### config.mk
export PLATFORM = sky130hd
export DESIGN_NAME = wavelet_mac_scheduler_flat
export DESIGN_NICKNAME = d
export VERILOG_FILES = /design/src/rtl/wavelet_pkg.sv /design/src/rtl/wavelet_mac_scheduler_if.sv /design/src/rtl/sample_strobe_sync.sv /design/src/rtl/wavelet_mac_scheduler.sv /design/src/flat_wrapper.sv
export SDC_FILE = /design/constraint.sdc
export NUM_CORES = 1
export LEC_CHECK = 0
export ABC_AREA = 1
export CORE_MARGIN = 1.5
export CORE_UTILIZATION = 54
export CTS_BUF_LIST = sky130_fd_sc_hd__clkbuf_16
export CTS_CLUSTER_DIAMETER = 50
export DETAILED_ROUTE_END_ITERATION = 16
export GPL_TIMING_DRIVEN = 0
export PLACE_DENSITY = 0.81
export SETUP_SLACK_MARGIN = 0.05
export SLEW_MARGIN = 20
export SYNTH_ARGS = -nofsm -noshare
export SYNTH_HDL_FRONTEND = slang
export SYNTH_SLANG_ARGS = --single-unit
### constraint.sdc
create_clock -name clk -period 3.2 [get_ports clk]
set_input_delay 0.64 -clock clk [delete_from_list [all_inputs] [get_ports clk]]
set_output_delay 0.64 -clock clk [all_outputs]
set_load 0.02 [all_outputs]
### src/rtl/wavelet_pkg.sv
// Shared constants, FSM state type and coefficient-table helpers for the
// Ricker-wavelet MAC scheduler.
package wavelet_pkg;

    localparam int unsigned NUM_FILTERS_DEFAULT = 7;
    localparam int unsigned TOTAL_COEFS         = 187;

    localparam int unsigned FILT_LEN  [7] = '{3, 5, 9, 15, 27, 47, 81};
    localparam int unsigned FILT_BASE [7] = '{0, 3, 8, 17, 32, 59, 106};

    typedef enum logic [1:0] {
        IDLE,
        SHIFT,
        RUN,
        DRAIN
    } state_t;

    // Out-of-table filter numbers yield 0 so the lookups stay total.
    function automatic int unsigned filt_len(input int unsigned f);
        return (f < 7) ? FILT_LEN[f] : 0;
    endfunction

    function automatic int unsigned filt_base(input int unsigned f);
        return (f < 7) ? FILT_BASE[f] : 0;
    endfunction

endpackage

### src/rtl/wavelet_mac_scheduler_if.sv
// Sample-pin, MAC-issue and result-bank signals of the wavelet MAC scheduler.
interface wavelet_mac_scheduler_if #(
    parameter int unsigned IDX_BITS = 10,
    parameter int unsigned SEL_BITS = 3
);
    logic                i_data_clk;
    logic                i_enable;
    logic                i_clear_err;
    logic                o_shift;
    logic                o_mac_valid;
    logic                o_mac_clear;
    logic                o_mac_last;
    logic [IDX_BITS-1:0] o_tap_idx;
    logic [IDX_BITS-1:0] o_coef_addr;
    logic [SEL_BITS-1:0] o_filter_sel;
    logic                o_result_we;
    logic [SEL_BITS-1:0] o_result_sel;
    logic                o_busy;
    logic                o_frame_done;
    logic                o_overrun;

    modport master (
        input  i_data_clk, i_enable, i_clear_err,
        output o_shift, o_mac_valid, o_mac_clear, o_mac_last, o_tap_idx,
               o_coef_addr, o_filter_sel, o_result_we, o_result_sel,
               o_busy, o_frame_done, o_overrun
    );

    modport slave (
        output i_data_clk, i_enable, i_clear_err,
        input  o_shift, o_mac_valid, o_mac_clear, o_mac_last, o_tap_idx,
               o_coef_addr, o_filter_sel, o_result_we, o_result_sel,
               o_busy, o_frame_done, o_overrun
    );
endinterface

### src/rtl/sample_strobe_sync.sv
// Two-flop synchronizer plus rising-edge detector for an asynchronous pin strobe.
module sample_strobe_sync (
    input  logic clk,
    input  logic rst_n,
    input  logic pin,
    output logic rise
);
    logic s1, s2, s3;

    always_ff @(posedge clk or negedge rst_n) begin
        if (!rst_n) begin
            s1 <= 1'b0;
            s2 <= 1'b0;
            s3 <= 1'b0;
        end else begin
            s1 <= pin;
            s2 <= s1;
            s3 <= s2;
        end
    end

    assign rise = s2 & ~s3;
endmodule

### src/rtl/wavelet_mac_scheduler.sv
// Walks every wavelet filter's taps through one shared MAC per sample strobe
// and strobes each filter's accumulator result into the output bank.
module wavelet_mac_scheduler
    import wavelet_pkg::*;
#(
    parameter int unsigned NUM_FILTERS = NUM_FILTERS_DEFAULT,
    parameter int unsigned IDX_BITS    = 10,
    parameter int unsigned SEL_BITS    = 3,
    parameter int unsigned MAC_LAT     = 2
) (
    input logic                    clk,
    input logic                    rst_n,
    wavelet_mac_scheduler_if.master bus
);
    localparam int unsigned CNT_BITS = (MAC_LAT > 1) ? $clog2(MAC_LAT) : 1;

    state_t              state, state_n;
    logic [SEL_BITS-1:0] f, f_n;
    logic [IDX_BITS-1:0] k, k_n;
    logic [CNT_BITS-1:0] cnt, cnt_n;
    logic                rise, run, last, overrun;

    logic                dl_last [MAC_LAT];
    logic [SEL_BITS-1:0] dl_sel  [MAC_LAT];

    sample_strobe_sync u_sync (
        .clk   (clk),
        .rst_n (rst_n),
        .pin   (bus.i_data_clk),
        .rise  (rise)
    );

    always_ff @(posedge clk or negedge rst_n) begin
        if (!rst_n) begin
            state <= IDLE;
            f     <= '0;
            k     <= '0;
            cnt   <= '0;
        end else begin
            state <= state_n;
            f     <= f_n;
            k     <= k_n;
            cnt   <= cnt_n;
        end
    end

    always_comb begin
        state_n = state;
        f_n     = f;
        k_n     = k;
        cnt_n   = cnt;
        last    = (32'(k) == filt_len(32'(f)) - 1);
        case (state)
            IDLE:  if (rise && bus.i_enable) state_n = SHIFT;
            SHIFT: begin
                f_n     = '0;
                k_n     = '0;
                state_n = RUN;
            end
            RUN: begin
                if (!last) begin
                    k_n = k + IDX_BITS'(1);
                end else if (32'(f) == NUM_FILTERS - 1) begin
                    cnt_n   = '0;
                    state_n = DRAIN;
                end else begin
                    f_n = f + SEL_BITS'(1);
                    k_n = '0;
                end
            end
            DRAIN: begin
                if (32'(cnt) == MAC_LAT - 1) state_n = IDLE;
                else                         cnt_n   = cnt + CNT_BITS'(1);
            end
            default: state_n = IDLE;
        endcase
    end

    assign run              = (state == RUN);
    assign bus.o_shift      = (state == SHIFT);
    assign bus.o_busy       = (state != IDLE);
    assign bus.o_mac_valid  = run;
    assign bus.o_mac_clear  = run && (k == '0);
    assign bus.o_mac_last   = run && last;
    assign bus.o_tap_idx    = run ? k : '0;
    assign bus.o_coef_addr  = run ? IDX_BITS'(filt_base(32'(f)) + 32'(k)) : '0;
    assign bus.o_filter_sel = run ? f : '0;

    // {last, f} travels alongside the MAC pipeline so the bank write lines up
    // with the accumulator result MAC_LAT cycles after the last tap.
    always_ff @(posedge clk or negedge rst_n) begin
        if (!rst_n) begin
            for (int unsigned i = 0; i < MAC_LAT; i++) begin
                dl_last[i] <= 1'b0;
                dl_sel[i]  <= '0;
            end
        end else begin
            dl_last[0] <= bus.o_mac_last;
            dl_sel[0]  <= bus.o_mac_last ? f : '0;
            for (int unsigned i = 1; i < MAC_LAT; i++) begin
                dl_last[i] <= dl_last[i-1];
                dl_sel[i]  <= dl_sel[i-1];
            end
        end
    end

    assign bus.o_result_we  = dl_last[MAC_LAT-1];
    assign bus.o_result_sel = dl_sel[MAC_LAT-1];
    assign bus.o_frame_done = dl_last[MAC_LAT-1] &&
                              (32'(dl_sel[MAC_LAT-1]) == NUM_FILTERS - 1);

    // A set in the same cycle as a clear takes priority.
    always_ff @(posedge clk or negedge rst_n) begin
        if (!rst_n)                        overrun <= 1'b0;
        else if (rise && state != IDLE)    overrun <= 1'b1;
        else if (bus.i_clear_err)          overrun <= 1'b0;
    end

    assign bus.o_overrun = overrun;
endmodule
### src/flat_wrapper.sv
// flat-port wrapper written by rule: the top's interface ports become plain ports
module wavelet_mac_scheduler_flat import wavelet_pkg::*;
#(
    parameter int unsigned NUM_FILTERS = NUM_FILTERS_DEFAULT,
    parameter int unsigned IDX_BITS    = 10,
    parameter int unsigned SEL_BITS    = 3,
    parameter int unsigned MAC_LAT     = 2
)
  (clk, rst_n, bus_i_data_clk, bus_i_enable, bus_i_clear_err, bus_o_shift, bus_o_mac_valid, bus_o_mac_clear, bus_o_mac_last, bus_o_tap_idx, bus_o_coef_addr, bus_o_filter_sel, bus_o_result_we, bus_o_result_sel, bus_o_busy, bus_o_frame_done, bus_o_overrun);
  wavelet_mac_scheduler_if #(.IDX_BITS(IDX_BITS), .SEL_BITS(SEL_BITS)) bus_i ();
  input logic clk;
  input logic rst_n;
  input wire logic [$bits(bus_i.i_data_clk)-1:0] bus_i_data_clk;
  input wire logic [$bits(bus_i.i_enable)-1:0] bus_i_enable;
  input wire logic [$bits(bus_i.i_clear_err)-1:0] bus_i_clear_err;
  output wire logic [$bits(bus_i.o_shift)-1:0] bus_o_shift;
  output wire logic [$bits(bus_i.o_mac_valid)-1:0] bus_o_mac_valid;
  output wire logic [$bits(bus_i.o_mac_clear)-1:0] bus_o_mac_clear;
  output wire logic [$bits(bus_i.o_mac_last)-1:0] bus_o_mac_last;
  output wire logic [$bits(bus_i.o_tap_idx)-1:0] bus_o_tap_idx;
  output wire logic [$bits(bus_i.o_coef_addr)-1:0] bus_o_coef_addr;
  output wire logic [$bits(bus_i.o_filter_sel)-1:0] bus_o_filter_sel;
  output wire logic [$bits(bus_i.o_result_we)-1:0] bus_o_result_we;
  output wire logic [$bits(bus_i.o_result_sel)-1:0] bus_o_result_sel;
  output wire logic [$bits(bus_i.o_busy)-1:0] bus_o_busy;
  output wire logic [$bits(bus_i.o_frame_done)-1:0] bus_o_frame_done;
  output wire logic [$bits(bus_i.o_overrun)-1:0] bus_o_overrun;
  assign bus_i.i_data_clk = bus_i_data_clk;
  assign bus_i.i_enable = bus_i_enable;
  assign bus_i.i_clear_err = bus_i_clear_err;
  assign bus_o_shift = bus_i.o_shift;
  assign bus_o_mac_valid = bus_i.o_mac_valid;
  assign bus_o_mac_clear = bus_i.o_mac_clear;
  assign bus_o_mac_last = bus_i.o_mac_last;
  assign bus_o_tap_idx = bus_i.o_tap_idx;
  assign bus_o_coef_addr = bus_i.o_coef_addr;
  assign bus_o_filter_sel = bus_i.o_filter_sel;
  assign bus_o_result_we = bus_i.o_result_we;
  assign bus_o_result_sel = bus_i.o_result_sel;
  assign bus_o_busy = bus_i.o_busy;
  assign bus_o_frame_done = bus_i.o_frame_done;
  assign bus_o_overrun = bus_i.o_overrun;
  wavelet_mac_scheduler #(.NUM_FILTERS(NUM_FILTERS), .IDX_BITS(IDX_BITS), .SEL_BITS(SEL_BITS), .MAC_LAT(MAC_LAT)) u_core (.clk(clk), .rst_n(rst_n), .bus(bus_i));
endmodule
==> impl_metrics.csv, run 1 <==
group,metric,value,unit
run_status,result_of_the_run,"finished clean",
sta,hold_ws,350.0,ps
detailed_routing,routedWlPerCell,15.12,um
power,internal_power,1236,uW
detailed_routing,drt_wl_total,6577,um
final_layout,multi_input_area,1395,um^2
yosys,syn_nets,352,
yosys,netlist_instances,328,
final_layout,layout.core_utilization,76.30,%
place,postPlaceCellArea,2725,um^2
power,clk_network_pwr_share,15.6,%
detailed_routing,ant_nets,0,
sta,final-setup-viol-count,0,
die,initial_core_util,56.77,%
clock_tree,clock_input_transition_at_the_sequential_cells_of_the_worst_setup_and_hold_paths,70,ps
place,routabilityCongestion,0.8837,
final_layout,final-seq-area,704.4,um^2
final_layout,area_delta_synth_final,34.41,%
grt,wire_length_of_the_first_global_routing_pass,9487,um
die,ioPinCount,39,
clock_tree,clock_tree.buffer_depth,2,
detailed_routing,initialDrtViolationCount,193,
sta,crit_share_post_route,99.31,%
final_layout,diodes,0,
sta,relSlewSlack,57.52,%
final_layout,design.final.nets,410,
sta,fmax,314.7,MHz
detailed_routing,drc,0,
place,port-buffer-count,38,
yosys,yosys_warnings,0,
detailed_routing,drt-pass1-iter-count,6,
power,power.switching,1145,uW
sta,layout_min_cycle_time,3178,ps
yosys,yosys_register_bits,28,
power,power.switching_fraction,48.11,%
final_layout,drive_gt1_share,21.82,%
sta,fin_skew,7.614,ps
die,die_w,68.08,um
final_layout,final_cell_mix,"84 x nand2_1, 52 x inv_1, 29 x nand3_1",
detailed_routing,total_vias_in_the_final_route,2419,
die,die_y,68.08,um
sta,finalHoldViolations,0,
power,leakage,0.001664,uW
final_layout,n_fill_cell,268,
clock_tree,numClockSinks,28,
sta,setup_total_negative_slack,0,ps
yosys,synth.avg_cell_area,6.973,um^2
clock_tree,cts-buffers-inserted,3,
power,power_density,774.6,nW/um^2
detailed_routing,post_drt_via_cell_ratio,5.561,
clock_tree,ctsHoldBuffers,0,
power,ir_worst_vdd,0.0005399,V
grt,grt_start_max_net_pins,29,
power,share_of_total_power_in_sequential_cells,20.5,%
die,die-area,4635,um^2
sta,setup_repair_after_global_routing_missed_its_margin,"yes",
grt,global_route.usage.total,26.92,%
clock_tree,ctsRootBufferMaster,"clkbuf_16",
clock_tree,cts_tree,"yes",
worst_setup_path,crit_arrival,2540,ps
clock_tree,h_tree_levels,1,
grt,first_global_vias,2145,
yosys,synth_cell_type_count,33,
final_layout,layout.cells.most_common,"nand2_1",
die,rows,23,
worst_setup_path,end_kind,"primary output",
clock_tree,clock_insertion_delay_worst_skew,270,ps
worst_setup_path,critical_path.startpoint_type,"flip-flop",
grt,grt_antenna_before_repair,0,
final_layout,finish.instance_area,3074,um^2
power,power_frac_comb,63.9,%
place,place_ws,-686.6,ps
place,detailedPlacementHpwl,4103,um
min_path,hold_path.class,"reg2reg",
yosys,seq_area_frac_synth,30.63,%
sta,finalMaxSlewViolations,0,
worst_setup_path,worst-endpoint-required,2560,ps
flow_run,cap_violations,0,
yosys,mappedNetlistArea,2287,um^2
worst_setup_path,cp_max_fo,4,
worst_setup_path,worstSetupPathType,"reg2out",
grt,grt-ovfl-total,0,
die,core-area,4029,um^2
sta,postLayoutSetupSlackWorst,22.04,ps
sta,max_slew.worst_pin.slew,637.2,ps
[what timing repair did]
action / 4_1_cts / 5_1_grt
pin swaps: 6 / 14
setup buffers: 9 / 6
gates resized for setup: 46 / 37
endpoints found under the setup margin: 12 / 9
[critical path: stages, from the launching register on]
cell and delay, ps:
dfrtp_2 450, ha_4 180, nand2_4 100, buf_6 120, o21ai_1 70, nor2_1 200
ha_1 320, a21oi_2 180, o21ai_1 80, o21bai_4 200, inv_2 60, o21ai_1 50
nor2_1 120, buf_4 150
[worst paths after layout]
path                                             from                              endpoint  slack (ps)  depth (start not counted)
min in group asynchronous                       rst_n               u_core.k[9]$_DFFE_PN0P_         390                          1
max reg2reg                   u_core.f[0]$_DFFE_PN0P_               u_core.f[0]$_DFFE_PN0P_         770                         15
min                        u_core.dl_sel[5]$_DFF_PN0_  u_core.bus.o_result_sel[2]$_DFF_PN0_         350                          0
max                           u_core.f[1]$_DFFE_PN0P_                    bus_o_coef_addr[7]          20                         13
min reg2reg                u_core.dl_sel[5]$_DFF_PN0_  u_core.bus.o_result_sel[2]$_DFF_PN0_         350                          0
max in group asynchronous                       rst_n               u_core.f[1]$_DFFE_PN0P_        2350                          1
[stage by stage]
stage                     std cells  power, uW
after floorplan                 328       1411
final                           435       2381
after detailed placement        416       1763
after global placement          416       1737
after global routing            435       2532
after CTS                       429       2203
[cell type report]
| type | instances | area share (%) |
|---|---|---|
| inverters | 60 | 7.814 |
| well taps | 50 | 2.035 |
| plain buffers | 12 | 3.215 |
| flip-flops and latches | 28 | 22.91 |
| clock inverters | 1 | 0.9768 |
| clock buffers | 3 | 2.442 |
| multi-input cells | 228 | 45.38 |
| repair buffers | 53 | 15.22 |
[power by group through the flow]
stage / Sequential, uW / Combinational, uW / Clock (uW)
2_1_floorplan: 479 / 932 / 0
3_5_place_dp: 489 / 1270 / 0
6_report: 489 / 1520 / 371
4_1_cts: 476 / 1360 / 372
5_1_grt: 496 / 1650 / 385
3_3_place_gp: 487 / 1250 / 0
[cells in the mapped netlist (all sizes together)]
cell type	count	area (um^2)
ha	18	225.2
buf	10	80.07
nor2	28	110.1
nand3	30	155.1
o21bai	1	7.510
dfrtp	28	700.7
xnor2	1	8.760
o21ai	21	135.1
fa	1	20.02
a21boi	1	7.510
nand4	11	68.82
nor3b	1	7.510
inv	59	221.5
and2	1	6.260
a21oi	12	63.81
o31ai	2	15.01
a22oi	1	7.510
nor3	1	5.000
xor2	5	43.79
nor4	1	6.260
clkbuf	2	7.510
nand2	92	380.4
clkinv	1	3.750
[metal layers]
| metal | part of all wire (%) | up-vias | GRT usage, % |
|---|---|---|---|
| met5 | 0 | - | 0 |
| li1 | - | 1149 | - |
| met1 | 42 | 1114 | 33.99 |
| met3 | 7.0 | 27 | 5.428 |
| met2 | 48 | 129 | 47.09 |
| met4 | 3.0 | 0 | 6.250 |
[sequential cells by signal, indices dropped and copies added (netlist names)]
signal                   cells
u_core.bus.o_overrun         1
u_core.bus.o_result_sel      3
u_core.k                    10
u_core.u_sync.s1             1
u_core.cnt                   1
u_core.dl_last               1
u_core.dl_sel                3
u_core.state                 2
u_core.f                     3
u_core.u_sync.s3             1
u_core.u_sync.s2             1
u_core.bus.o_result_we       1
[cells by family after synthesis]
group,count (synthesis),synth area share [%]
XOR/XNOR,6,2.298
adder cells (fa/ha/maj),19,10.72
buffers and inverters,72,13.68
flip-flops,28,30.63
AND/OR/NAND/NOR,165,32.33
AO/OA/AOI/OAI,38,10.34
Note: power is estimated with default switching activity, not from simulation.
==> run 2, diff against run 1 <==
--- a/config.mk
+++ b/config.mk
@@ -6,13 +6,14 @@
 export NUM_CORES = 1
 export LEC_CHECK = 0
 export ABC_AREA = 1
+export CAP_MARGIN = 5
 export CORE_MARGIN = 1.5
-export CORE_UTILIZATION = 54
+export CORE_UTILIZATION = 58
 export CTS_BUF_LIST = sky130_fd_sc_hd__clkbuf_16
 export CTS_CLUSTER_DIAMETER = 50
 export DETAILED_ROUTE_END_ITERATION = 16
 export GPL_TIMING_DRIVEN = 0
-export PLACE_DENSITY = 0.81
+export PLACE_DENSITY = 0.86
 export SETUP_SLACK_MARGIN = 0.05
 export SLEW_MARGIN = 20
 export SYNTH_ARGS = -nofsm -noshare
==> constraint.sdc (replaced) <==
create_clock -name clk -period 4 [get_ports clk]
set_input_delay 0.8 -clock clk [delete_from_list [all_inputs] [get_ports clk]]
set_output_delay 0.8 -clock clk [all_outputs]
set_load 0.02 [all_outputs]
==> run 2 against run 1 <==
Against the previous run:
- flip-flop and latch count did not move
- setup slack gained 150 ps
- sequential share of layout area is 1.8 points higher
- global-route usage is 1.3 points higher
- clock skew down 3.0 ps
- via count shrank 4.8%
- die area fell by 6.6%
- critical path depth stayed put
- critical path type unchanged
- critical endpoint is now bus_o_mac_last
- highest routed layer unchanged
==> impl_metrics.csv, run 2 (synthesis gave the netlist of run 1 again) <==
group,metric,value,unit
power,power_density,596.7,nW/um^2
sta,finalHoldViolations,0,
clock_tree,ctsHoldBuffers,0,
grt,grt-ovfl-total,0,
die,die-area,4329,um^2
detailed_routing,post_drt_via_cell_ratio,5.470,
worst_setup_path,crit_arrival,3030,ps
worst_setup_path,end_kind,"primary output",
power,leakage,0.001618,uW
clock_tree,ctsRootBufferMaster,"clkbuf_16",
final_layout,regMostFlops,"u_core.k",
grt,grt_start_max_net_pins,29,
final_layout,design.final.nets,398,
min_path,hold_path.class,"reg2reg",
worst_setup_path,worst_setup_path_startpoint,"u_core.f[1]$_DFFE_PN0P_",
clock_tree,cts_tree,"yes",
worst_setup_path,cp_max_fo,8,
die,rows,22,
sta,crit_share_post_route,95.66,%
die,die_w,65.80,um
flow_run,cap_violations,0,
place,routabilityCongestion,0.9299,
final_layout,largest_reg_flops,10,
final_layout,final_cell_mix,"85 x nand2_1, 56 x inv_1, 30 x clkdlybuf4s50_1",
sta,fmax,261.4,MHz
worst_setup_path,critical_path.startpoint_type,"flip-flop",
final_layout,diodes,0,
clock_tree,h_tree_levels,1,
die,core-area,3716,um^2
sta,fin_skew,4.637,ps
place,detailedPlacementHpwl,4196,um
clock_tree,numClockSinks,28,
sta,setup_repair_after_global_routing_missed_its_margin,"no",
die,initial_core_util,61.55,%
detailed_routing,total_vias_in_the_final_route,2303,
detailed_routing,drc,0,
die,die_y,65.80,um
clock_tree,clock_tree.buffer_depth,2,
sta,hold_ws,349.1,ps
detailed_routing,routedWlPerCell,13.79,um
sta,setup_total_negative_slack,0,ps
clock_tree,clock_insertion_delay_worst_skew,260,ps
clock_tree,cts-buffers-inserted,3,
place,port-buffer-count,38,
power,ir_worst_vdd,0.0004647,V
clock_tree,clock_input_transition_at_the_sequential_cells_of_the_worst_setup_and_hold_paths,60,ps
grt,grt_antenna_before_repair,0,
final_layout,area_delta_synth_final,24.23,%
grt,global_route.usage.total,28.21,%
detailed_routing,drt-pass1-iter-count,5,
detailed_routing,ant_nets,0,
worst_setup_path,worstSetupPathType,"reg2out",
grt,wire_length_of_the_first_global_routing_pass,9439,um
sta,relSlewSlack,59.25,%
sta,final-setup-viol-count,0,
sta,max_slew.worst_pin.slew,611.2,ps
sta,finalMaxSlewViolations,0,
worst_setup_path,worst-endpoint-required,3200,ps
final_layout,layout.cells.most_common,"nand2_1",
worst_setup_path,r2r-start,"u_core.f[1]$_DFFE_PN0P_",
final_layout,drive_gt1_share,12.60,%
detailed_routing,drt_wl_total,5806,um
min_path,hold_start,"u_core.u_sync.s1$_DFF_PN0_",
sta,layout_min_cycle_time,3826,ps
detailed_routing,initialDrtViolationCount,199,
die,ioPinCount,39,
grt,first_global_vias,2042,
run_status,result_of_the_run,"finished clean",
-- run 2: cell count changes in the layout (fill, tap and decap cells not counted), moves of 3 or more --
cell / delta
buf_4: -13
dlymetal6s2s_1: +3
ha_1: +4
inv_1: +4
o21ai_0: +4
-- run 2: repair_timing --
action,CTS,global route
setup buffers,0,3
setup endpoints to repair,7,8
gates resized for setup,11,12
-- run 2: layout make-up --
cell class                 instances  area (um^2)
inverter                          60        225.2
timing repair buffer              41        394.1
tap                               48        60.06
multi-input combinational        228         1290
fill                             298        874.6
clock buffer                       3        75.07
clock inverter                     1        3.754
sequential                        28        703.2
buffer                            12        90.09
-- run 2: layer usage --
| layer | vias up | part of all wire [%] | wire length [um] | track usage [%] |
|---|---|---|---|---|
| met3 | 6 | 7.4 | 430 | 4.429 |
| met2 | 104 | 50 | 2932 | 48.36 |
| met4 | 0 | 0.47 | 27 | 3.385 |
| met1 | 1075 | 42 | 2416 | 38.63 |
| met5 | - | 0 | 0 | 0 |
| li1 | 1118 | - | - | - |
-- run 2: power by group --
part | internal, uW | switching (uW) | total, uW
registers | 333 | 58.1 | 391
logic | 396 | 684 | 1080
clock network | 134 | 90.8 | 225
total | 863 | 833 | 1700
-- run 2: path summary, 6_finish.rpt --
path | to | slack, ps | depth (start not counted)
setup / recovery | bus_o_mac_last | 170 | 13
hold / removal | u_core.u_sync.s2$_DFF_PN0_ | 350 | 0
setup reg to reg | u_core.f[0]$_DFFE_PN0P_ | 1520 | 15
hold reg to reg | u_core.u_sync.s2$_DFF_PN0_ | 350 | 0
max in group asynchronous | u_core.f[1]$_DFFE_PN0P_ | 3010 | 1
min in group asynchronous | u_core.bus.o_result_sel[1]$_DFF_PN0_ | 540 | 1
-- run 2: worst max-delay path: stages, from the launching register on --
cell and delay (ps):
dfrtp_2 470, ha_1 240, nand2_2 150, inv_1 130, ha_1 310, inv_1 50, nand2_1 70, nand2_1 50
nor2_1 80, nand2_1 80, nor2_2 130, nand2_4 110, nor2_1 230, clkdlybuf4s50_1 650
-- run 2: through the flow --
| step | setup WS (ps) | area (um^2) | util (%) | cells | power [uW] |
|---|---|---|---|---|---|
| 6_report | 173.8 | 2841 | 76.46 | 421 | 1695 |
| 5_1_grt | 51.43 | 2841 | 76.46 | 421 | 1816 |
| 4_1_cts | 89.21 | 2810 | 75.62 | 418 | 1665 |
| 3_5_place_dp | -88.91 | 2723 | 73.27 | 414 | 1424 |
| 3_3_place_gp | -31.61 | 2728 | 73.40 | 414 | 1388 |
| 2_1_floorplan | 732.2 | 2287 | - | 328 | 1129 |
==> run 3, diff against run 2 <==
--- a/config.mk
+++ b/config.mk
@@ -6,7 +6,6 @@
 export NUM_CORES = 1
 export LEC_CHECK = 0
 export ABC_AREA = 1
-export CAP_MARGIN = 5
 export CORE_MARGIN = 1.5
 export CORE_UTILIZATION = 58
 export CTS_BUF_LIST = sky130_fd_sc_hd__clkbuf_16
==> results of run 3 <==
The final DEF is identical to that of run 2; final timing and power are the same.
